### config.mk
export PLATFORM = sky130hd
export DESIGN_NAME = spi_reg_responder
export DESIGN_NICKNAME = d
export VERILOG_FILES = /design/src/rtl/spi_resp_pkg.sv /design/src/rtl/spi_resp_regbank.sv /design/src/rtl/spi_reg_responder.sv
export SDC_FILE = /design/constraint.sdc
export NUM_CORES = 1
export LEC_CHECK = 0
export BUFFER_PORTS_ARGS = -buffer_cell sky130_fd_sc_hd__clkbuf_2
export CAP_MARGIN = 20
export CORE_UTILIZATION = 50
export DETAILED_ROUTE_END_ITERATION = 8
export GPL_TIMING_DRIVEN = 0
export PLACE_DENSITY_LB_ADDON = 0.25
export SLEW_MARGIN = 15
export SYNTH_ARGS = -nofsm -noshare
export SYNTH_HDL_FRONTEND = slang
export SYNTH_SLANG_ARGS = --single-unit
### constraint.sdc
create_clock -name clock -period 3.1 [get_ports clock]
set_clock_uncertainty 0.2 [all_clocks]
set_input_delay 0.465 -clock clock [delete_from_list [all_inputs] [get_ports clock]]
set_output_delay 0.465 -clock clock [all_outputs]
set_load 0.005 [all_outputs]
### src/rtl/spi_resp_pkg.sv
// Shared encodings for the SPI register responder: frame states, command layout and fill byte.
// Burst addressing is enabled by defining SPI_RESP_BURST_EN.
package spi_resp_pkg;

    localparam logic [1:0] CMD   = 2'd0;
    localparam logic [1:0] WDATA = 2'd1;
    localparam logic [1:0] RDATA = 2'd2;

    localparam int         CMD_RD_BIT = 7;
    localparam logic [6:0] STAT_ADDR  = 7'h7F;
    localparam logic [7:0] FILL_BYTE  = 8'h00;

    // In-bank addresses wrap at count-1; anything outside the bank (incl. status) stays put.
    function automatic logic [6:0] addr_inc(input logic [6:0] addr, input logic [6:0] count);
        if (addr >= count) begin
            return addr;
        end
        return (addr == count - 7'd1) ? 7'd0 : addr + 7'd1;
    endfunction

endpackage

### src/rtl/spi_resp_regbank.sv
// REG_COUNT x 8 register bank with one write port and a read mux that maps
// the read-only status byte at STAT_ADDR and returns FILL_BYTE elsewhere.
module spi_resp_regbank
    import spi_resp_pkg::*;
#(
    parameter int         REG_COUNT = 8,
    parameter logic [7:0] REG_RESET = 8'h00
) (
    input  logic                   clock,
    input  logic                   rst,
    input  logic                   i_wr_en,
    input  logic [6:0]             i_wr_addr,
    input  logic [7:0]             i_wr_data,
    input  logic [6:0]             i_rd_addr,
    input  logic [7:0]             i_stat,
    output logic [7:0]             o_rd_data,
    output logic [REG_COUNT*8-1:0] o_reg_q
);

    logic [7:0] r_regs [REG_COUNT];

    generate
        for (genvar gi = 0; gi < REG_COUNT; gi++) begin : g_reg
            always_ff @(posedge clock) begin
                if (rst) begin
                    r_regs[gi] <= REG_RESET;
                end else if (i_wr_en && i_wr_addr == 7'(gi)) begin
                    r_regs[gi] <= i_wr_data;
                end
            end
            assign o_reg_q[gi*8 +: 8] = r_regs[gi];
        end
    endgenerate

    // REG_COUNT never exceeds 127, so the status address can never alias a bank entry.
    always_comb begin
        o_rd_data = FILL_BYTE;
        if (i_rd_addr == STAT_ADDR) begin
            o_rd_data = i_stat;
        end
        for (int i = 0; i < REG_COUNT; i++) begin
            if (i_rd_addr == 7'(i)) begin
                o_rd_data = r_regs[i];
            end
        end
    end

endmodule

### src/rtl/spi_reg_responder.sv
// Frame decoder between the SPI slave byte interface and the register bank.
// Define SPI_RESP_BURST_EN to auto-increment the address after every data byte.
module spi_reg_responder
    import spi_resp_pkg::*;
#(
    parameter int         REG_COUNT = 8,
    parameter logic [7:0] REG_RESET = 8'h00
) (
    input  logic                   clock,
    input  logic                   rst,
    input  logic                   cs_n,
    input  logic [7:0]             rx_data,
    input  logic                   rx_vld,
    output logic [7:0]             tx_data,
    output logic                   tx_vld,
    input  logic                   tx_ready,
    input  logic [7:0]             stat_in,
    output logic [REG_COUNT*8-1:0] reg_q,
    output logic                   wr_stb,
    output logic [6:0]             wr_addr
);

`ifdef SPI_RESP_BURST_EN
    localparam bit BURST = 1'b1;
`else
    localparam bit BURST = 1'b0;
`endif

    logic       r_cs_meta, r_cs_sync, r_cs_prev;
    logic [1:0] r_state;
    logic [6:0] r_addr;
    logic       r_done;
    logic [7:0] r_tx_data;
    logic       r_tx_vld;
    logic       r_wr_stb;
    logic [6:0] r_wr_addr;

    logic       w_cs_rise;
    logic       w_act;
    logic [6:0] w_next_addr;
    logic [6:0] w_rd_addr;
    logic [7:0] w_rd_data;
    logic       w_wr_en;
    logic       w_unused;

    // The slave captures tx_data on its own; the byte is simply held until the next update.
    assign w_unused = tx_ready;

    assign w_cs_rise   = r_cs_sync & ~r_cs_prev;
    assign w_act       = BURST | ~r_done;
    assign w_next_addr = BURST ? addr_inc(r_addr, 7'(REG_COUNT)) : r_addr;
    assign w_rd_addr   = (r_state == CMD) ? rx_data[6:0] : w_next_addr;
    assign w_wr_en     = rx_vld & ~w_cs_rise & (r_state == WDATA) & w_act
                       & (r_addr < 7'(REG_COUNT));

    spi_resp_regbank #(
        .REG_COUNT (REG_COUNT),
        .REG_RESET (REG_RESET)
    ) u_regbank (
        .clock     (clock),
        .rst       (rst),
        .i_wr_en   (w_wr_en),
        .i_wr_addr (r_addr),
        .i_wr_data (rx_data),
        .i_rd_addr (w_rd_addr),
        .i_stat    (stat_in),
        .o_rd_data (w_rd_data),
        .o_reg_q   (reg_q)
    );

    always_ff @(posedge clock) begin
        if (rst) begin
            r_cs_meta <= 1'b1;
            r_cs_sync <= 1'b1;
            r_cs_prev <= 1'b1;
        end else begin
            r_cs_meta <= cs_n;
            r_cs_sync <= r_cs_meta;
            r_cs_prev <= r_cs_sync;
        end
    end

    always_ff @(posedge clock) begin
        if (rst) begin
            r_state   <= CMD;
            r_addr    <= 7'd0;
            r_done    <= 1'b0;
            r_tx_data <= FILL_BYTE;
            r_tx_vld  <= 1'b0;
            r_wr_stb  <= 1'b0;
            r_wr_addr <= 7'd0;
        end else begin
            r_tx_vld <= 1'b1;
            r_wr_stb <= w_wr_en;
            if (w_wr_en) begin
                r_wr_addr <= r_addr;
            end
            if (w_cs_rise) begin
                r_state   <= CMD;
                r_done    <= 1'b0;
                r_tx_data <= FILL_BYTE;
            end else if (rx_vld) begin
                case (r_state)
                    CMD: begin
                        r_addr <= rx_data[6:0];
                        r_done <= 1'b0;
                        if (rx_data[CMD_RD_BIT]) begin
                            r_state   <= RDATA;
                            r_tx_data <= w_rd_data;
                        end else begin
                            r_state <= WDATA;
                        end
                    end
                    WDATA: begin
                        if (w_act) begin
                            r_addr <= w_next_addr;
                            r_done <= 1'b1;
                        end
                    end
                    RDATA: begin
                        // Without bursting the single response has now gone out; pad the rest.
                        r_tx_data <= (BURST && w_act) ? w_rd_data : FILL_BYTE;
                        if (w_act) begin
                            r_addr <= w_next_addr;
                            r_done <= 1'b1;
                        end
                    end
                    default: r_state <= CMD;
                endcase
            end
        end
    end

    assign tx_data = r_tx_data;
    assign tx_vld  = r_tx_vld;
    assign wr_stb  = r_wr_stb;
    assign wr_addr = r_wr_addr;

endmodule

### Word level (Yosys, flattened, before mapping)

Memories as Yosys holds them, arrays and structs flattened.
Cells that the tools add are included.

| storage, ports and cells | value |
|---|---|
| bits in registers | 30 |
| RAM bits | 64 |
| input port bits | 21 |
| memories | 1 |

Memories:

| name | words | bits a word | read ports | clocked after memory_dff | write ports | line | source |
|---|---|---|---|---|---|---|---|
| u_regbank.r_regs | 8 | 8 | 8 | 0 | 8 | spi_resp_regbank.sv:20 | `logic [7:0] r_regs [REG_COUNT];` |

| cells by class | value |
|---|---|
| $lt $le $gt $ge | 1 |
| equal/unequal tests | 18 |
| mux-type cells | 50 |
| bitwise operators | 17 |
| reduce and logical (&&, ||, !) cells | 19 |

Operators with widths:

| kind | number |
|---|---|
| $mux 8 | 18 |
| $eq 7x3->1 const B | 8 |
| $eq 7x2->1 const B | 4 |
| $mux 1 | 27 |
| $pmux 8 s2 | 1 |
| $eq 7x1->1 const B | 2 |
| $logic_not 7->1 | 2 |
| $logic_and 1x1->1 | 8 |
| $or 1x1->1 | 8 |
| $eq 7x7->1 const B | 1 |
| $lt 7x4->1 const B | 1 |
| $mux 7 | 1 |
| $reduce_and 2->1 | 3 |
| $and 1x1->1 | 5 |
| $not 1->1 | 4 |
| $pmux 2 s2 | 1 |
| $reduce_bool 2->1 | 2 |
| $reduce_or 2->1 | 2 |
| $reduce_and 3->1 | 1 |
| $eq 2x1->1 const B | 1 |
| $eq 2x2->1 const B | 1 |
| $logic_not 2->1 | 1 |
| $mux 2 | 1 |
| $ne 2x2->1 const B | 1 |
| $pmux 1 s2 | 1 |

### Logic depth before layout (Yosys ltp)

Gate-level depths: netlist of the first run.

| logic depth | value |
|---|---|
| word-level depth | 14 |
| gate-level depth with buffers | 10 |

### By module

A second synthesis of the first run with hierarchy kept.

| second synthesis, totals | value |
|---|---|
| cell total of the unflattened synthesis | 437 |
| area, all modules | 4942.2 um^2 |

By module, submodules not included:

| module | times used | cells an instance | area each (um^2) | sequential area each (um^2) |
|---|---|---|---|---|
| spi_resp_regbank | 1 | 305 | 3646.0 | 1921.8 |
| spi_reg_responder | 1 | 132 | 1296.2 | 600.6 |

### Least setup slack after synthesis of the first run

No wires, ideal clock.

| timing path | value |
|---|---|
| path type | register to register |
| from | register r_state[1] |
| to | memory u_regbank.r_regs[0][0] (enable) |
| setup time | 0.387 ns |
| arrival time | 2.032 ns |
| required time | 2.513 ns |
| setup slack | 0.482 ns |
| stages on the path, launching flop included | 7 |
| path buffers | 0 |
| clock period less this slack | 2.618 ns |
| cells stage by stage | dfxtp_1 -> inv_1 -> ha_1 -> nor4b_2 -> nand4_2 -> or3_1 -> o31ai_1 |

RTL lines:

| element | line | source |
|---|---|---|
| from (decl) | spi_reg_responder.sv:30 | `logic [1:0] r_state;` |
| from (signal assigned) | spi_reg_responder.sv:85 | `r_state <= CMD;` |
| from (signal assigned) | spi_reg_responder.sv:99 | `r_state <= CMD;` |
| from (signal assigned) | spi_reg_responder.sv:108 | `r_state <= RDATA;` |
| to (decl) | spi_resp_regbank.sv:20 |  |

==> results.md, run 1 <==
* Seq/Total Area, Yosys at 0.5568
* First-pass GRT wire length at 19.76 mm
* Placement Cell Area at 5191 sq um
* Synth Flop Type: edfxtp_1
* # diodes at 0
* PwrDens at 471.8 nW/um^2
* RePlAce Congestion at 0.9037
* Total track usage at 0.2793
* Syn Area/Cell at 10.86 sq um
* CTS tree: built
* Final instance area at 5379 sq um
* CP Class: flop to flop
* DR vias/cell at 5.936
* Post-synth ARST share at 0
* Synth Cell Area at 4531 sq um
* Slew margin rel. at 0.3851
* Min cycle time layout at 2.966 ns
* DRT antenna net count at 0
* Die height at 97.19 microns
* Layout area overhead at 18.72%
* H-Tree Depth at 3
* Required time of the critical path at 2.98 ns
* R2r startpoint: r_state[1]
* Yosys Warn Count at 0
* Syn Inst Count at 417
* Clock Pin Slew Worst Setup and Hold Paths at 0.09 ns
* Commonest non-fill, non-tap cell in the layout: clkbuf_2
* Status: finished, final reports clean
* Post-CTS Setup Repair Bufs at 0
* Clock Sinks at 94
* Multi-input combinational cell area at 1913 sq um
* DP Worst Slack at 0.06893 ns
* Slew Viols, Final at 0
* Core region area at 8763 sq um
* Largest net degree at the start of global routing at 17
* Slew of the pin with the lowest slew margin at 0.9162 ns
* Fillers at 773
* Commonest cells after routing, fill and taps aside: 99 x clkbuf_2, 66 x and2_1, 64 x edfxtp_1
* Cts repair resizes at 0
* Net Sw Frac at 0.2811
* Max-cap violation count at 0
* Worst Path Arrival at 2.85 ns
* Fin crit share at 0.9568
* Routed WL at 13.03 mm
* Worst setup startpoint: r_state[1]
* Flop pwr share at 0.557
* Initial antenna violation count at 0
* Cts hold-fix bufs at 0
* Root Buffer: clkbuf_8
* Std cell rows at 34
* Overall power at 2538 uW
* TritonCTS Buffers at 9
* 1st-pass router iterations at 5
* Number of synthesized flops with an enable pin at 64
* Hpwl dp at 9.725 mm
* Psw at 713.3 uW
* Die ar. at 9446 sq um
* Worst skew pair latency at 0.37 ns
* Critical-path maximum fanout at 9
* # DRC at 0
* WL/cell at 20.24 microns
* Starting Density at 0.5170
* Syn_nets at 443
* Chip Width at 97.19 microns
* #FFs+latches synth at 94
* Comb pwr share at 0.139
* FF+latch area at 2522 sq um
* CTS max path bufs at 2
* Startpoint types: flop
* Vias in the first global route at 3633
* IO Port Bufs at 99
* Worst Hold Class: input port to flop
* IO Count at 102
* Yosys cell types at 55
* Internal at 1825 uW
* FMAX at 337.2 MHz
* Leak at 0.002229 uW
* DR iter-0 viols at 263
* Fin nets at 557
* Via count at 3823
* Final setup vio count at 0
* Setup TNS at 0 ns
* RSZ-0062 raised after global routing: false
* Final Core Density at 0.6138
* Share of cells above drive strength 1 at 0.2705
* Max IR drop VDD at 0.2516 mV
* Hold wc startpoint: cs_n
* Congestion Overflow GR at 0
* Clock network fraction of design power at 0.304
* Worst setup EP type: flop
* Final WS setup at 0.1341 ns
* Final hold viol count at 0
==> sequential cells by signal, summed over array words and instances, names as in the netlist <==
signal            flops
r_addr                7
r_cs_meta             1
r_cs_prev             1
r_cs_sync             1
r_done                1
r_state               2
tx_data               8
tx_vld                1
u_regbank.r_regs     64
wr_addr               7
wr_stb                1
==> stage by stage <==
stage                     instances  hold WS [ns]
after floorplan                 417        0.1895
after global placement          624        0.2014
after detailed placement        628        0.1990
after CTS                       644       0.07704
after global routing            644       0.07233
final                           644       0.07534
==> layer usage <==
metal,part of all wire,global-route usage,routed length [microns]
met1,0.41,0.3658,5310
met2,0.46,0.4410,6004
met3,0.095,0.06331,1233
met4,0.037,0.1297,484
met5,0,0,0
==> area by class of cell <==
cell class	count	area share
tap	108	0.02512
clock inverter	5	0.007676
timing repair buffer	103	0.09630
inverter	5	0.003489
multi-input combinational	297	0.3557
clock buffer	11	0.02629
sequential	94	0.4689
buffer	21	0.01652
==> cells in the mapped netlist, types with 4 or more instances <==
| master | count | area [sq um] |
|---|---|---|
| and2_1 | 66 | 412.9 |
| edfxtp_1 | 64 | 1922 |
| nor2_1 | 50 | 187.7 |
| dfxtp_1 | 30 | 600.6 |
| nand2_1 | 21 | 78.83 |
| o21ai_0 | 17 | 85.08 |
| a21oi_1 | 16 | 80.08 |
| clkbuf_1 | 13 | 48.80 |
| mux2i_1 | 13 | 130.1 |
| buf_2 | 8 | 40.04 |
| nand3_1 | 8 | 40.04 |
| a22o_1 | 7 | 61.31 |
| a211oi_1 | 6 | 45.04 |
| and3_1 | 6 | 37.54 |
| or3_1 | 6 | 37.54 |
| ha_1 | 5 | 62.56 |
| inv_1 | 5 | 18.77 |
| a22oi_1 | 4 | 30.03 |
| nand2b_1 | 4 | 25.02 |
| nor4_1 | 4 | 25.02 |
| o221ai_1 | 4 | 35.03 |
| o22ai_1 | 4 | 25.02 |
| o2bb2ai_1 | 4 | 35.03 |
| o31ai_1 | 4 | 30.03 |
==> worst paths after layout <==
path                                  to  slack, ns  cells past startpoint
hold reg to reg                r_cs_sync       0.22                      1
setup / recovery  u_regbank.r_regs[0][1]       0.13                      7
hold / removal                 r_cs_meta       0.08                      2
setup reg to reg  u_regbank.r_regs[0][1]       0.13                      7
==> critical path, cell delays in order (launching register included) <==
cell and delay (ns):
dfxtp_1 0.35, inv_1 0.11, ha_1 0.15, nor4b_2 0.22, nand4_2 0.29, or3_1 0.47, o31ai_1 0.63, buf_4 0.27
==> power groups by stage <==
stage	registers [uW]	logic [uW]	clock network (uW)
2_1_floorplan	1430	210	0
3_3_place_gp	1440	334	0
3_5_place_dp	1440	345	0
4_1_cts	1410	347	772
5_1_grt	1420	379	818
6_report	1410	353	771
==> logic make-up (layout without fill, tap and decap cells) <==
group / count (synthesis) / in the layout / synth area share
compound gates: 82 / 82 / 0.1292
fa+ha+maj: 5 / 5 / 0.01381
buf+inv: 26 / 145 / 0.02375
flops: 94 / 94 / 0.5568
mux: 16 / 16 / 0.03673
simple gates: 194 / 194 / 0.2397
(Power assumes the default switching activity.)
==> run 2: changes to the inputs <==
CTS_BUF_LIST = sky130_fd_sc_hd__clkbuf_4   (was unset)
==> run 2 against run 1 <==
Effect of this change:
- die area unchanged
- sequential power barely moved
- largest power group unchanged
- critical path depth down 1
- global-route usage is 0.22 points higher
- final area fell by 0.79%
- sequential cell count did not move
- combinational power grew 1%
==> results.md, run 2 (synthesized netlist as in run 1, its figures left out) <==
* Status: finished, final reports clean
* Layout area overhead at 17.79%
* Hold wc startpoint: rst
* Min cycle time layout at 2.916 ns (-0.04979 ns)
* IO Count at 102 (unchanged)
* Clock Pin Slew Worst Setup and Hold Paths at 0.14 ns (+0.05 ns)
* First-pass GRT wire length at 19.92 mm (+0.80%)
* Slew margin rel. at 0.4066 (+0.02150)
* Clock Sinks at 94 (unchanged)
* CP max stage delay at 0.74 ns (+0.11 ns)
* Overall power at 2389 uW (-5.8%)
* Largest net degree at the start of global routing at 17 (unchanged)
* # DRC at 0 (unchanged)
* Via count at 3824 (+0.026%)
* R2r setup slk at 0.18 ns (+0.05 ns)
* Die height at 97.19 microns (unchanged)
* Initial antenna violation count at 0 (unchanged)
* Final hold viol count at 0 (unchanged)
* Critical-path maximum fanout at 9 (unchanged)
* Slew of the pin with the lowest slew margin at 0.8805 ns (-0.03574 ns)
* Placement Cell Area at 5191 sq um (unchanged)
* Share of cells above drive strength 1 at 0.2737 (+0.003221)
* PwrDens at 447.8 nW/um^2 (-5.1%)
* CTS tree: built
* CP Class: flop to flop
* Commonest cells after routing, fill and taps aside: 99 x clkbuf_2, 66 x and2_1, 64 x edfxtp_1
* R2r startpoint: r_state[1]
* Fin Hold WS at 0.08564 ns (+0.01030 ns)
* Max IR drop VDD at 0.3088 mV (+23%)
* Total track usage at 0.2815 (+0.002187)
* Worst Hold Class: input port to flop
* CTS max path bufs at 2 (unchanged)
* End of the worst register-to-register path: u_regbank.r_regs[0][23]
* RSZ-0062 raised after global routing: false
* H-Tree Depth at 3 (unchanged)
* # diodes at 0 (unchanged)
* Crit path cell chain: inv_1 > ha_1 > nor4b_2 > nand4_2 > or3_1 > o21ai_1
* 1st-pass router iterations at 5 (unchanged)
* TritonCTS Buffers at 9 (unchanged)
* Final setup vio count at 0 (unchanged)
* Post-CTS Setup Repair Bufs at 0 (unchanged)
* WHS Path Cells at 2 (unchanged)
* Starting Density at 0.5170 (unchanged)
* Die ar. at 9446 sq um (unchanged)
* Slew Viols, Final at 0 (unchanged)
* Fillers at 778 (+0.65%)
* WL/cell at 20.34 microns (+0.53%)
* CP max-delay cell: o21ai_1
* Root Buffer: clkbuf_4
* FMAX at 342.9 MHz (+1.7%)
* Leak at 0.002209 uW (-0.87%)
* Core region area at 8763 sq um (unchanged)
* Final instance area at 5336 sq um (-0.79%)
* Max-cap violation count at 0 (unchanged)
* Worst skew pair latency at 0.47 ns (+0.10 ns)
* Reg2reg path depth at 6 (-1)
* Startpoint types: flop
* IO Port Bufs at 99 (unchanged)
* Std cell rows at 34 (unchanged)
* Worst Path Arrival at 2.82 ns (-0.03 ns)
* Largest Register: u_regbank.r_regs
* Fin crit share at 0.9407 (-0.01606)
* RePlAce Congestion at 0.9037 (unchanged)
* Vias in the first global route at 3637 (+0.11%)
* Worst Hold End: r_addr[0]
* DR vias/cell at 5.929 (-0.13%)
* Commonest non-fill, non-tap cell in the layout: clkbuf_2
* DRT antenna net count at 0 (unchanged)
* Chip Width at 97.19 microns (unchanged)
* Max reg flops at 64 (unchanged)
* DR iter-0 viols at 302 (+15%)
* Hpwl dp at 9.725 mm (unchanged)
* Fin nets at 558 (+0.18%)
* Required time of the critical path at 3.01 ns (+0.03 ns)
* Worst setup EP type: flop
* Routed WL at 13.12 mm (+0.68%)
* Congestion Overflow GR at 0 (unchanged)
[run 2: report_power, final]
part	internal (uW)	switching (uW)
Combinational	125	233
Clock	180	437
Sequential	1380	35.2
[run 2: how the worst max path moves through the flow]
| stage | endpoint | startpoint | depth (start not counted) |
|---|---|---|---|
| 2_1_floorplan | u_regbank.r_regs[0][0] | r_state[1] | 6 |
| 6_report | u_regbank.r_regs[0][23] | r_state[1] | 6 |
| 4_1_cts | u_regbank.r_regs[1][12] | r_state[1] | 6 |
| 3_3_place_gp | u_regbank.r_regs[0][26] | r_state[1] | 6 |
| 5_1_grt | u_regbank.r_regs[0][23] | r_state[1] | 6 |
| 3_5_place_dp | u_regbank.r_regs[1][9] | rx_vld | 4 |
[run 2: layer usage]
layer / vias to the layer above / global-route usage / part of all wire
met5: - / 0 / 0
met4: 0 / 0.1263 / 0.039
met3: 40 / 0.06906 / 0.099
met2: 240 / 0.4480 / 0.46
met1: 1802 / 0.3639 / 0.40
li1: 1742 / - / -
[run 2: metrics by stage]
step           setup slack, ns  TNS [ns]    util  instances
6_report                0.1838         0  0.6089        645
5_1_grt                0.01802         0  0.6089        645
3_5_place_dp           0.06893         0  0.5924        628
2_1_floorplan           0.4818         0       -        417
3_3_place_gp          -0.04442   -0.5403  0.5889        624
4_1_cts                0.06839         0  0.6072        645
[run 2: repair_timing]
action	4_1_cts	5_1_grt
endpoints found under the hold margin	1	0
endpoints found under the setup margin	0	9
gates resized for setup	0	3
hold buffers	1	0
[run 2: layout make-up]
cell class / count / area (sq um) / area share
clock inverter: 6 / 45.04 / 0.008441
sequential: 94 / 2522 / 0.4727
clock buffer: 10 / 75.07 / 0.01407
inverter: 5 / 18.77 / 0.003517
timing repair buffer: 104 / 528.0 / 0.09894
multi-input combinational: 297 / 1923 / 0.3604
tap: 108 / 135.1 / 0.02532
buffer: 21 / 88.84 / 0.01665
[run 2: critical path: cells and delay by family (launching register included)]
kind | cells | cell delay [ns]
adders and majority gates | 1 | 0.15
AOI/OAI and AO/OA | 1 | 0.74
buffers and inverters | 1 | 0.10
DFF | 1 | 0.36
and+or+nand+nor | 3 | 1.02
==> run 3: changes to the inputs <==
PLACE_DENSITY = 0.84   (was unset)
PLACE_DENSITY_LB_ADDON = unset   (was 0.25)
==> run 3 against run 2 <==
Effect of this change:
- worst hold slack gained 0.00054 ns
- sequential cell count unchanged
- critical path depth rose by 3
- critical endpoint is now tx_data[0]
==> results.md, run 3 (synthesized netlist as in run 1, its figures left out) <==
* Status: finished, final reports clean
* Total track usage at 0.2792 (-0.002288)
* CTS max path bufs at 2 (unchanged)
* Setup TNS at 0 ns (unchanged)
* End of the worst register-to-register path: tx_data[0]
* Fin nets at 558 (unchanged)
* Layout area overhead at 17.67% (about the same)
* Worst skew pair latency at 0.46 ns (about the same)
* Largest Register: u_regbank.r_regs
* Post-CTS Setup Repair Bufs at 0 (unchanged)
* # diodes at 0 (unchanged)
* Final hold viol count at 0 (unchanged)
* Commonest non-fill, non-tap cell in the layout: clkbuf_2
* WHS Path Cells at 2 (unchanged)
* Final WS setup at 0.1957 ns (+0.01184 ns)
* Final setup vio count at 0 (unchanged)
* Clock Sinks at 94 (unchanged)
* Final instance area at 5331 sq um (about the same)
* Fillers at 740 (-4.9%)
* TritonCTS Buffers at 9 (unchanged)
* Die ar. at 9446 sq um (unchanged)
* Routed WL at 12.94 mm (-1.4%)
* Root Buffer: clkbuf_4
* CP max-delay cell: dfxtp_1
* FMAX at 344.3 MHz (+0.41%)
* Max IR drop VDD at 0.2560 mV (-17%)
* Min cycle time layout at 2.904 ns (-0.01184 ns)
* Startpoint types: flop
* Max reg flops at 64 (unchanged)
* Leak at 0.002205 uW (-0.19%)
* Slew margin rel. at 0.4339 (+0.02731)
* Crit path cell chain: inv_1 > ha_1 > buf_2 > or3b_1 > nand2_1 > nand3_1 > o2bb2ai_1 > nor4_1 > a211oi_1
* Critical-path maximum fanout at 10 (+1)
* 1st-pass router iterations at 5 (unchanged)
* CTS tree: built
* Worst Hold Class: input port to flop
* Slew Viols, Final at 0 (unchanged)
* Worst Hold End: r_addr[0]
* # DRC at 0 (unchanged)
* Core region area at 8763 sq um (unchanged)
* Placement Cell Area at 5194 sq um (about the same)
* CP max stage delay at 0.42 ns (-0.32 ns)
* Required time of the critical path at 3.28 ns (+0.27 ns)
* PwrDens at 445.8 nW/um^2 (-0.45%)
* Via count at 3811 (-0.34%)
* Hpwl dp at 9.588 mm (-1.4%)
* IO Port Bufs at 99 (unchanged)
* Worst Path Arrival at 3.09 ns (+0.27 ns)
* RePlAce Congestion at 0.9097 (+0.66%)
* DP Worst Slack at 0.005581 ns (-0.06335 ns)
* Initial antenna violation count at 0 (unchanged)
* CP Class: flop to flop
* Share of cells above drive strength 1 at 0.2737 (unchanged)
* Starting Density at 0.5170 (unchanged)
* Die height at 97.19 microns (unchanged)
* Vias in the first global route at 3672 (+0.96%)
* Worst setup EP type: flop
* R2r setup slk at 0.20 ns (about the same)
* Largest net degree at the start of global routing at 16 (-1)
* DRT antenna net count at 0 (unchanged)
* First-pass GRT wire length at 19.75 mm (-0.83%)
* Commonest cells after routing, fill and taps aside: 99 x clkbuf_2, 66 x and2_1, 64 x edfxtp_1
* Std cell rows at 34 (unchanged)
* Chip Width at 97.19 microns (unchanged)
* DR vias/cell at 5.909 (-0.34%)
* Reg2reg path depth at 9 (+3)
* Clock Pin Slew Worst Setup and Hold Paths at 0.15 ns (about the same)
* WL/cell at 20.06 microns (-1.4%)
* Max-cap violation count at 0 (unchanged)
* IO Count at 102 (unchanged)
* Slew of the pin with the lowest slew margin at 0.8441 ns (-0.03642 ns)
* RSZ-0062 raised after global routing: false
* Hold wc startpoint: rst
* Fin crit share at 0.9369 (-0.003818)
* R2r startpoint: r_state[0]
* H-Tree Depth at 3 (unchanged)
* DR iter-0 viols at 320 (+6.0%)
* Congestion Overflow GR at 0 (unchanged)
==> run 3: cell count changes in the layout (fill, tap and decap cells not counted) <==
| cell | delta |
|---|---|
| inv_6 | -2 |
| buf_2 | +1 |
| buf_4 | -1 |
| clkbuf_4 | +1 |
| clkinvlp_4 | +1 |
| nand3_1 | +1 |
| nand3_2 | -1 |
| o21ai_0 | +1 |
| o21ai_1 | -1 |
| o31ai_1 | -1 |
| o31ai_2 | +1 |
==> run 3: through the flow <==
stage,utilization,instances,hold WS [ns],power [uW]
2_1_floorplan,-,417,0.1895,1645
3_3_place_gp,0.5889,624,0.1935,1769
3_5_place_dp,0.5927,627,0.2030,1785
4_1_cts,0.6078,644,0.08081,2370
5_1_grt,0.6084,645,0.08867,2451
6_report,0.6084,645,0.08618,2376
==> run 3: power breakdown <==
group          internal (uW)  switching [uW]  leakage (uW)
registers               1380            34.6      0.000905
logic                    124             228       0.00124
clock network            183             427     0.0000571
total                   1690             690       0.00221
==> run 3: per-layer routing <==
metal | track usage | share of wire | vias to the layer above
met5 | 0 | 0 | -
met4 | 0.1217 | 0.025 | 0
met3 | 0.04748 | 0.086 | 22
met2 | 0.4393 | 0.47 | 229
met1 | 0.3812 | 0.42 | 1814
li1 | - | - | 1746
==> run 3: timing repair <==
| action | 4_1_cts | 5_1_grt |
|---|---|---|
| resized for setup | 1 | 1 |
| hold buffers | 1 | 0 |
| endpoints found under the setup margin | 8 | 5 |
| endpoints found under the hold margin | 1 | 0 |
==> run 3: worst max-delay path: cells and delay by family (launching register included) <==
kind	cells	cell delay, ns
AND/OR/NAND/NOR	4	1.04
AO/OA/AOI/OAI	2	0.57
flip-flops	1	0.42
buffers and inverters	2	0.32
adder cells (fa/ha/maj)	1	0.28
==> run 3: layout make-up <==
class | instances | area, sq um | share of cell area
Tap cell | 108 | 135.1 | 0.02535
Timing Repair Buffer | 104 | 525.5 | 0.09857
Clock buffer | 11 | 82.58 | 0.01549
Buffer | 21 | 88.84 | 0.01666
Inverter | 5 | 18.77 | 0.003520
Sequential cell | 94 | 2522 | 0.4731
Multi-Input combinational cell | 297 | 1923 | 0.3607
Clock inverter | 5 | 35.03 | 0.006571
==> run 3: worst max path at each step <==
stage	startpoint	cells past startpoint	end	slack [ns]
floorplan	r_state[1]	6	u_regbank.r_regs[0][0]	0.48
global placement	r_state[1]	6	u_regbank.r_regs[0][18]	0.03
detailed placement	rx_vld	4	u_regbank.r_regs[0][5]	0.006
CTS	r_state[1]	6	u_regbank.r_regs[0][14]	0.005
global route	r_state[0]	9	tx_data[5]	0.02
finish	r_state[0]	9	tx_data[0]	0.20
